## src/rtl/axi_light_rr_arbiter.sv

```systemverilog
// axi_light_rr_arbiter
//
// Shares one AXI-light slave port (the memory controller) between NUM_MASTERS
// AXI-light masters. Round-robin arbitration with exactly one transaction in
// flight system-wide: the granted master owns the slave from its address
// phase until its B or R response completes. Writes and reads are serialised
// through a single FSM.
//
// Ports
//   clk, res_n                      clock, synchronous active-low reset
//   m_aw*/m_w*/m_b*/m_ar*/m_r*      per-master channels, packed; master i owns
//                                   slice [i*W +: W] / bit [i]
//   m_rdata                         shared read data, qualified by m_rvalid
//   s_aw*/s_w*/s_b*/s_ar*/s_r*      single slave-side channel set
//   grant_id                        index of the current owner (valid while busy)
//   busy                            high whenever the FSM is not idle
module axi_light_rr_arbiter #(
  parameter int NUM_MASTERS = 2,
  parameter int ADDR_WIDTH  = 32,
  parameter int DATA_WIDTH  = 32,
  parameter int ID_WIDTH    = 1
) (
  input  logic                                clk,
  input  logic                                res_n,
  // master side
  input  logic [NUM_MASTERS*ADDR_WIDTH-1:0]   m_awaddr,
  input  logic [NUM_MASTERS-1:0]              m_awvalid,
  output logic [NUM_MASTERS-1:0]              m_awready,
  input  logic [NUM_MASTERS*DATA_WIDTH-1:0]   m_wdata,
  input  logic [NUM_MASTERS*DATA_WIDTH/8-1:0] m_wstrb,
  input  logic [NUM_MASTERS-1:0]              m_wvalid,
  output logic [NUM_MASTERS-1:0]              m_wready,
  output logic [NUM_MASTERS-1:0]              m_bvalid,
  input  logic [NUM_MASTERS-1:0]              m_bready,
  input  logic [NUM_MASTERS*ADDR_WIDTH-1:0]   m_araddr,
  input  logic [NUM_MASTERS-1:0]              m_arvalid,
  output logic [NUM_MASTERS-1:0]              m_arready,
  output logic [DATA_WIDTH-1:0]               m_rdata,
  output logic [NUM_MASTERS-1:0]              m_rvalid,
  input  logic [NUM_MASTERS-1:0]              m_rready,
  // slave side
  output logic [ADDR_WIDTH-1:0]               s_awaddr,
  output logic                                s_awvalid,
  input  logic                                s_awready,
  output logic [DATA_WIDTH-1:0]               s_wdata,
  output logic [DATA_WIDTH/8-1:0]             s_wstrb,
  output logic                                s_wvalid,
  input  logic                                s_wready,
  input  logic                                s_bvalid,
  output logic                                s_bready,
  output logic [ADDR_WIDTH-1:0]               s_araddr,
  output logic                                s_arvalid,
  input  logic                                s_arready,
  input  logic [DATA_WIDTH-1:0]               s_rdata,
  input  logic                                s_rvalid,
  output logic                                s_rready,
  // status
  output logic [ID_WIDTH-1:0]                 grant_id,
  output logic                                busy
);

  localparam int STRB_W = DATA_WIDTH / 8;

  typedef enum logic [2:0] {
    IDLE   = 3'd0,
    W_ADDR = 3'd1,
    W_DATA = 3'd2,
    W_RESP = 3'd3,
    R_ADDR = 3'd4,
    R_RESP = 3'd5
  } state_e;

  state_e              state_q, state_d;
  logic [ID_WIDTH-1:0] grant_id_q, grant_id_d;
  logic [ID_WIDTH-1:0] rr_ptr_q, rr_ptr_d;

  logic [NUM_MASTERS-1:0] req;
  logic                   hi_found, lo_found;
  logic [ID_WIDTH-1:0]    hi_id, lo_id;
  logic                   win_valid;
  logic [ID_WIDTH-1:0]    win_id;
  logic                   win_aw;
  logic [ID_WIDTH-1:0]    next_ptr;

  // Round-robin search. Masters at or above rr_ptr form the "hi" group and
  // take precedence over the wrapped-around "lo" group; within a group the
  // lowest index wins. Scanning downwards and overwriting leaves the lowest
  // requesting index in each group.
  always_comb begin
    req      = m_awvalid | m_arvalid;
    hi_found = 1'b0;
    lo_found = 1'b0;
    hi_id    = '0;
    lo_id    = '0;
    win_aw   = 1'b0;
    for (int i = NUM_MASTERS - 1; i >= 0; i--) begin
      if (req[i]) begin
        if (ID_WIDTH'(i) >= rr_ptr_q) begin
          hi_found = 1'b1;
          hi_id    = ID_WIDTH'(i);
        end else begin
          lo_found = 1'b1;
          lo_id    = ID_WIDTH'(i);
        end
      end
    end
    win_valid = hi_found | lo_found;
    win_id    = hi_found ? hi_id : lo_id;
    // A write request beats a read request from the same master.
    for (int i = 0; i < NUM_MASTERS; i++) begin
      if (ID_WIDTH'(i) == win_id) begin
        win_aw = m_awvalid[i];
      end
    end
  end

  // Explicit wrap so NUM_MASTERS need not be a power of two.
  always_comb begin
    if (grant_id_q == ID_WIDTH'(NUM_MASTERS - 1)) begin
      next_ptr = '0;
    end else begin
      next_ptr = grant_id_q + ID_WIDTH'(1);
    end
  end

  // Forwarding: only the grantee is connected, and only the channel that
  // belongs to the current state. Everything else is held at zero so the
  // memory controller never sees stale or undefined address/data.
  always_comb begin
    m_awready = '0;
    m_wready  = '0;
    m_bvalid  = '0;
    m_arready = '0;
    m_rvalid  = '0;
    m_rdata   = '0;
    s_awaddr  = '0;
    s_awvalid = 1'b0;
    s_wdata   = '0;
    s_wstrb   = '0;
    s_wvalid  = 1'b0;
    s_bready  = 1'b0;
    s_araddr  = '0;
    s_arvalid = 1'b0;
    s_rready  = 1'b0;
    for (int i = 0; i < NUM_MASTERS; i++) begin
      if (ID_WIDTH'(i) == grant_id_q) begin
        case (state_q)
          W_ADDR: begin
            s_awaddr     = m_awaddr[i*ADDR_WIDTH +: ADDR_WIDTH];
            s_awvalid    = m_awvalid[i];
            m_awready[i] = s_awready;
          end
          W_DATA: begin
            s_wdata     = m_wdata[i*DATA_WIDTH +: DATA_WIDTH];
            s_wstrb     = m_wstrb[i*STRB_W +: STRB_W];
            s_wvalid    = m_wvalid[i];
            m_wready[i] = s_wready;
          end
          W_RESP: begin
            m_bvalid[i] = s_bvalid;
            s_bready    = m_bready[i];
          end
          R_ADDR: begin
            s_araddr     = m_araddr[i*ADDR_WIDTH +: ADDR_WIDTH];
            s_arvalid    = m_arvalid[i];
            m_arready[i] = s_arready;
          end
          R_RESP: begin
            m_rvalid[i] = s_rvalid;
            s_rready    = m_rready[i];
            m_rdata     = s_rdata;
          end
          default: begin
          end
        endcase
      end
    end
  end

  // Next-state logic. Arbitration takes the single IDLE cycle; every other
  // state advances only on its own channel handshake.
  always_comb begin
    state_d    = state_q;
    grant_id_d = grant_id_q;
    rr_ptr_d   = rr_ptr_q;
    case (state_q)
      IDLE: begin
        if (win_valid) begin
          grant_id_d = win_id;
          state_d    = win_aw ? W_ADDR : R_ADDR;
        end
      end
      W_ADDR: if (s_awvalid && s_awready) state_d = W_DATA;
      W_DATA: if (s_wvalid && s_wready) state_d = W_RESP;
      W_RESP: begin
        if (s_bvalid && s_bready) begin
          state_d  = IDLE;
          rr_ptr_d = next_ptr;
        end
      end
      R_ADDR: if (s_arvalid && s_arready) state_d = R_RESP;
      R_RESP: begin
        if (s_rvalid && s_rready) begin
          state_d  = IDLE;
          rr_ptr_d = next_ptr;
        end
      end
      default: state_d = IDLE;
    endcase
  end

  always_ff @(posedge clk) begin
    if (!res_n) begin
      state_q    <= IDLE;
      grant_id_q <= '0;
      rr_ptr_q   <= '0;
    end else begin
      state_q    <= state_d;
      grant_id_q <= grant_id_d;
      rr_ptr_q   <= rr_ptr_d;
    end
  end

  assign grant_id = grant_id_q;
  assign busy     = (state_q != IDLE);

endmodule
```

## config.mk

```make
export PLATFORM = sky130hd
export DESIGN_NAME = axi_light_rr_arbiter
export DESIGN_NICKNAME = d
export VERILOG_FILES = /design/src/rtl/axi_light_rr_arbiter.sv
export SDC_FILE = /design/constraint.sdc
export NUM_CORES = 1
export LEC_CHECK = 0
export ABC_AREA = 0
export CORE_AREA = 4 4 153 155
export CTS_CLUSTER_DIAMETER = 80
export DETAILED_ROUTE_END_ITERATION = 10
export DIE_AREA = 0 0 157 159
export PLACE_DENSITY = 0.5
export SYNTH_ARGS = -nofsm -noshare
export SYNTH_HDL_FRONTEND = slang
export SYNTH_SLANG_ARGS = --single-unit
```

## constraint.sdc

```tcl
create_clock -name clk -period 2.2 [get_ports clk]
set_input_delay 0.55 -clock clk [delete_from_list [all_inputs] [get_ports clk]]
set_output_delay 0.55 -clock clk [all_outputs]
set_load 0.05 [all_outputs]
```

# After elaboration in Yosys (flattened, before gate mapping)
# Cells that the tools add are included.
# word_totals
output_inout_bits	149
register_bits	5
inputBits	249
# op_classes
eq_ne	11
addsub	1
mux	81
bitwise	2
reduce_logical	11
magnitude_cmp	2
# op_table
cell	n
$mux W32	16
$mux W1	52
$mux W3	7
$pmux W3 S6	1
$mux W4	4
$ne A2 B2 Y1 const B	6
$eq A3 B2 Y1 const B	2
$eq A3 B3 Y1 const B	2
$reduce_and A6 Y1	1
$logic_and A1 B1 Y1	5
$eq A3 B1 Y1 const B	1
$logic_not A3 Y1	1
$reduce_and A3 Y1	1
$reduce_bool A3 Y1	1
$ge A1 B1 Y1 const A	2
$or A2 B2 Y2	1
$pmux W1 S2	1
$reduce_and A2 Y1	1
$reduce_bool A2 Y1	1
$add A1 B1 Y1 const B	1
$or A1 B1 Y1	1

# Logic depth before layout (Yosys ltp)
# depth
ltp_word	10
mapped_depth	7
depth_no_buf	5

# Worst setup path after synthesis
# Ideal clock, no wire load.
# synth_path
path_kind	register to output
startpoint	register grant_id_q, in the netlist grant_id
endpoint	output port m_arready[1]
n_path_buf	3
arrival_time_ps	2497
path_stages_with_launch	6
path_slack_ps	-847
cell_sequence	dfxtp_1 buf_2 buf_2 buf_2 inv_1 nor3_1
# synth_between
elab_chain_len	1
# synth_lines
element	line_no	text
start, declared	74	logic [ID_WIDTH-1:0] grant_id_q, grant_id_d;
start signal, assigned	219	grant_id_q <= grant_id_d;
$mux W1	146	if (ID_WIDTH'(i) == grant_id_q) begin
end, declared	37	output logic [NUM_MASTERS-1:0] m_arready,
# No other way between the ends.

# Final worst setup path
# layout_path
startpoint	register state_q[0]
endpoint	output port s_awaddr[6]
# layout_between
elab_chain_len	5
# layout_lines
element	line_no	text
start, declared	73	state_e state_q, state_d;
start signal, assigned	218	state_q <= state_d;
$eq A3 B1 Y1 (*)	147	case (state_q)
$mux W32	147	
$mux W32	146	
$mux W32	147	
$mux W32 (*)	146	
end, declared	42	output logic [ADDR_WIDTH-1:0] s_awaddr,
# Every way passes the cells marked *; elsewhere a longest branch is shown, timed or not.

==> metrics.yaml <==
cap_violations: 0
antenna_cells: 0
drtIter0Drc: 130
die_area_um2: 25000
cts_buffers: 3
grt_pass1_vias: 3962
critical_path_buf_inv_count: 2
grt.total_usage: 0.123
cts_tree: "built"
setup-tns-final_ns: 0
design.portCount: 398
grt-ovfl-total: 0
clkSlewWorstSetupHoldPaths_ns: 0.03
fin_area_um2: 8280
dr.pass1.iters: 4
drtAntennaViolNets: 0
relSlewSlack: 0.780
areaGrowthSynthToFinish_pct: 267
ys_warn_count: 0
vias_per_cell: 3.76
die_w_um: 157
rsz0062_at_grt: "yes"
grt_pass1_wl_um: 24200
status: "completed"
leakagePower_nw: 3.04
max_freq_ghz: 0.464
htreeDepth: 1
syn-instance-count: 342
vdd_ir_drop_max_mv: 0.264
setup_ws_ns: 0.0439
cp_top_family: "simple AND/OR/NAND/NOR gates"
start_kind: "flop"
clock_latency_ns: 0.23
worstPathArrival_ns: 1.61
crit_chain: "or3b_4, buf_12, nor2_2, buf_4"
antenna_found_initial: 0
numPortBuffers: 397
yosysSeqAreaShare: 0.0443
tightestPinTransition_ns: 0.321
syn_avg_cell_area_um2: 6.60
period_needed_ns: 2.16
cp_slowest_cell: "or3b_4"
critical_path_class: "flop to output pin"
clockBufferDepth: 2
end_kind: "output pin"
hold_violations: 0
post-route-drc-count: 0
synthTopCellsByArea: "mux2i_1 47%, nor2_1 19%, and2_1 9.7%, dfxtp_1 4.4%, clkbuf_1 2.5%"
dp_hpwl_um: 15000
vias: 3877
design.core.area_um2: 21800
synth-seq-cells: 5
crit_fanout: 17
wl_per_cell_um: 16.4
timing.critical_path.required_ns: 1.65
root_buffer: "clkbuf_16"
power_mw: 6.37
fin_cells: 1031
dpl_cell_area_um2: 7990
cpPeakStageDelay_ns: 0.49
fin_crit_sh: 0.980
pre_cts_ws_ns: -0.272
clock_sinks: 5
skew_ns: 0.000492
hp-class: "flop to flop"
setup_viol: 0
synthesis.nets: 591
netlist_area_um2: 2260
cts_hold_buf: 0
fin_nets: 1001
synth_cell_types: 32
placed_cells: 1022
yosys.area.top_type_share: 0.466
powerDensity_nw_per_um2: 769
wirelength_um: 16900
yosysTopAreaCell: "mux2i_1"
layout-drive-gt1-share: 0.450
gp_congestion: 0.763
start_util: 0.103
slew_violations: 0
grt_max_degree: 43
std_cell_rows: 54
die_h_um: 159
==> metal layers <==
layer,part of all wire,routed length (µm),global-route usage,vias to the layer above
met3,0.10,1730,0.0342,5
met4,0.0049,82,0.0150,0
met2,0.54,9050,0.240,201
li1,-,-,-,1976
met5,0,0,0,-
met1,0.36,6010,0.134,1695
==> flip-flops by register name, summed over array words and instances (netlist names) <==
| signal | cells |
|---|---|
| rr_ptr_q | 1 |
| state_q | 3 |
| grant_id | 1 |
==> kinds of logic after synthesis <==
group           synth area share
compound gates            0.0621
buf+inv                   0.0737
flops                     0.0443
mux                        0.471
simple gates               0.349
==> cell type report <==
| type | count | area (µm²) |
|---|---|---|
| fill | 2200 | 13500 |
| timing repair buffer | 438 | 5100 |
| multi-input combinational | 297 | 2620 |
| tap | 280 | 350 |
| sequential | 5 | 105 |
| clock buffer | 4 | 78.8 |
| inverter | 7 | 26.3 |
==> through the flow <==
step	hold WS (ns)	utilization
5_1_grt	0.692	0.379
3_3_place_gp	0.648	0.366
3_5_place_dp	0.648	0.366
6_report	0.647	0.379
4_1_cts	0.651	0.372
2_1_floorplan	0.596	-
==> cell usage in the layout, fill, tap and decap left out, types with 2 or more instances in the layout <==
cell type | Yosys | layout
and2_1 | 35 | 35
mux2i_2 | 0 | 13
clkdlybuf4s50_1 | 0 | 246
buf_4 | 2 | 86
or3b_4 | 0 | 3
nor2_2 | 0 | 76
buf_6 | 0 | 14
nor2_1 | 112 | 6
nor2_4 | 0 | 30
nor3_4 | 0 | 8
mux2i_1 | 105 | 88
o21ai_0 | 5 | 5
mux2i_4 | 0 | 4
inv_1 | 7 | 6
buf_12 | 0 | 89
dfxtp_1 | 5 | 3
a21oi_1 | 2 | 2
clkbuf_16 | 0 | 3
o211ai_1 | 3 | 3
nand2_1 | 5 | 4
==> final timing paths <==
| check | startpoint | end | slack, ns | cells past startpoint |
|---|---|---|---|---|
| max | state_q[0] | s_awaddr[6] | 0.04 | 4 |
| min | rr_ptr_q | rr_ptr_q | 0.65 | 3 |
| max reg2reg | grant_id | state_q[1] | 0.34 | 5 |
| min reg2reg | rr_ptr_q | rr_ptr_q | 0.65 | 3 |
==> power by group <==
part / internal [mW] / switching, mW / leakage (nW) / total, mW
Sequential: 0.123 / 0.0389 / 0.0421 / 0.162
Combinational: 2.53 / 3.37 / 2.96 / 5.90
Clock: 0.241 / 0.0647 / 0.0382 / 0.305
==> synthesized netlist by cell type (all sizes together) <==
library cell	number
a211oi	1
a21oi	2
a31oi	1
and2	35
and4b	1
buf	17
clkbuf	16
dfxtp	5
inv	7
mux2	1
mux2i	105
nand2	5
nand2b	1
nand3	1
nor2	112
nor3	10
nor3b	1
nor4b	1
o211ai	3
o21a	1
o21ai	5
o21ba	2
o21bai	1
o221a	2
o22ai	1
or3	1
or3b	3
or4b	1
==> timing repair <==
action                                  in CTS  in global routing
gates resized for setup                     13                 29
setup buffers                                0                  5
endpoints found under the setup margin      44                 88
cloned                                       0                  0
pin swaps                                    0                  4
==> tightest hold or removal path: cells and delay by family (launching register included) <==
kind                   cells  cell delay [ns]
DFF                        1             0.31
and+or+nand+nor            1             0.14
buffers and inverters      1             0.08
muxes                      1             0.06
Power figures use the tool's default switching activity.
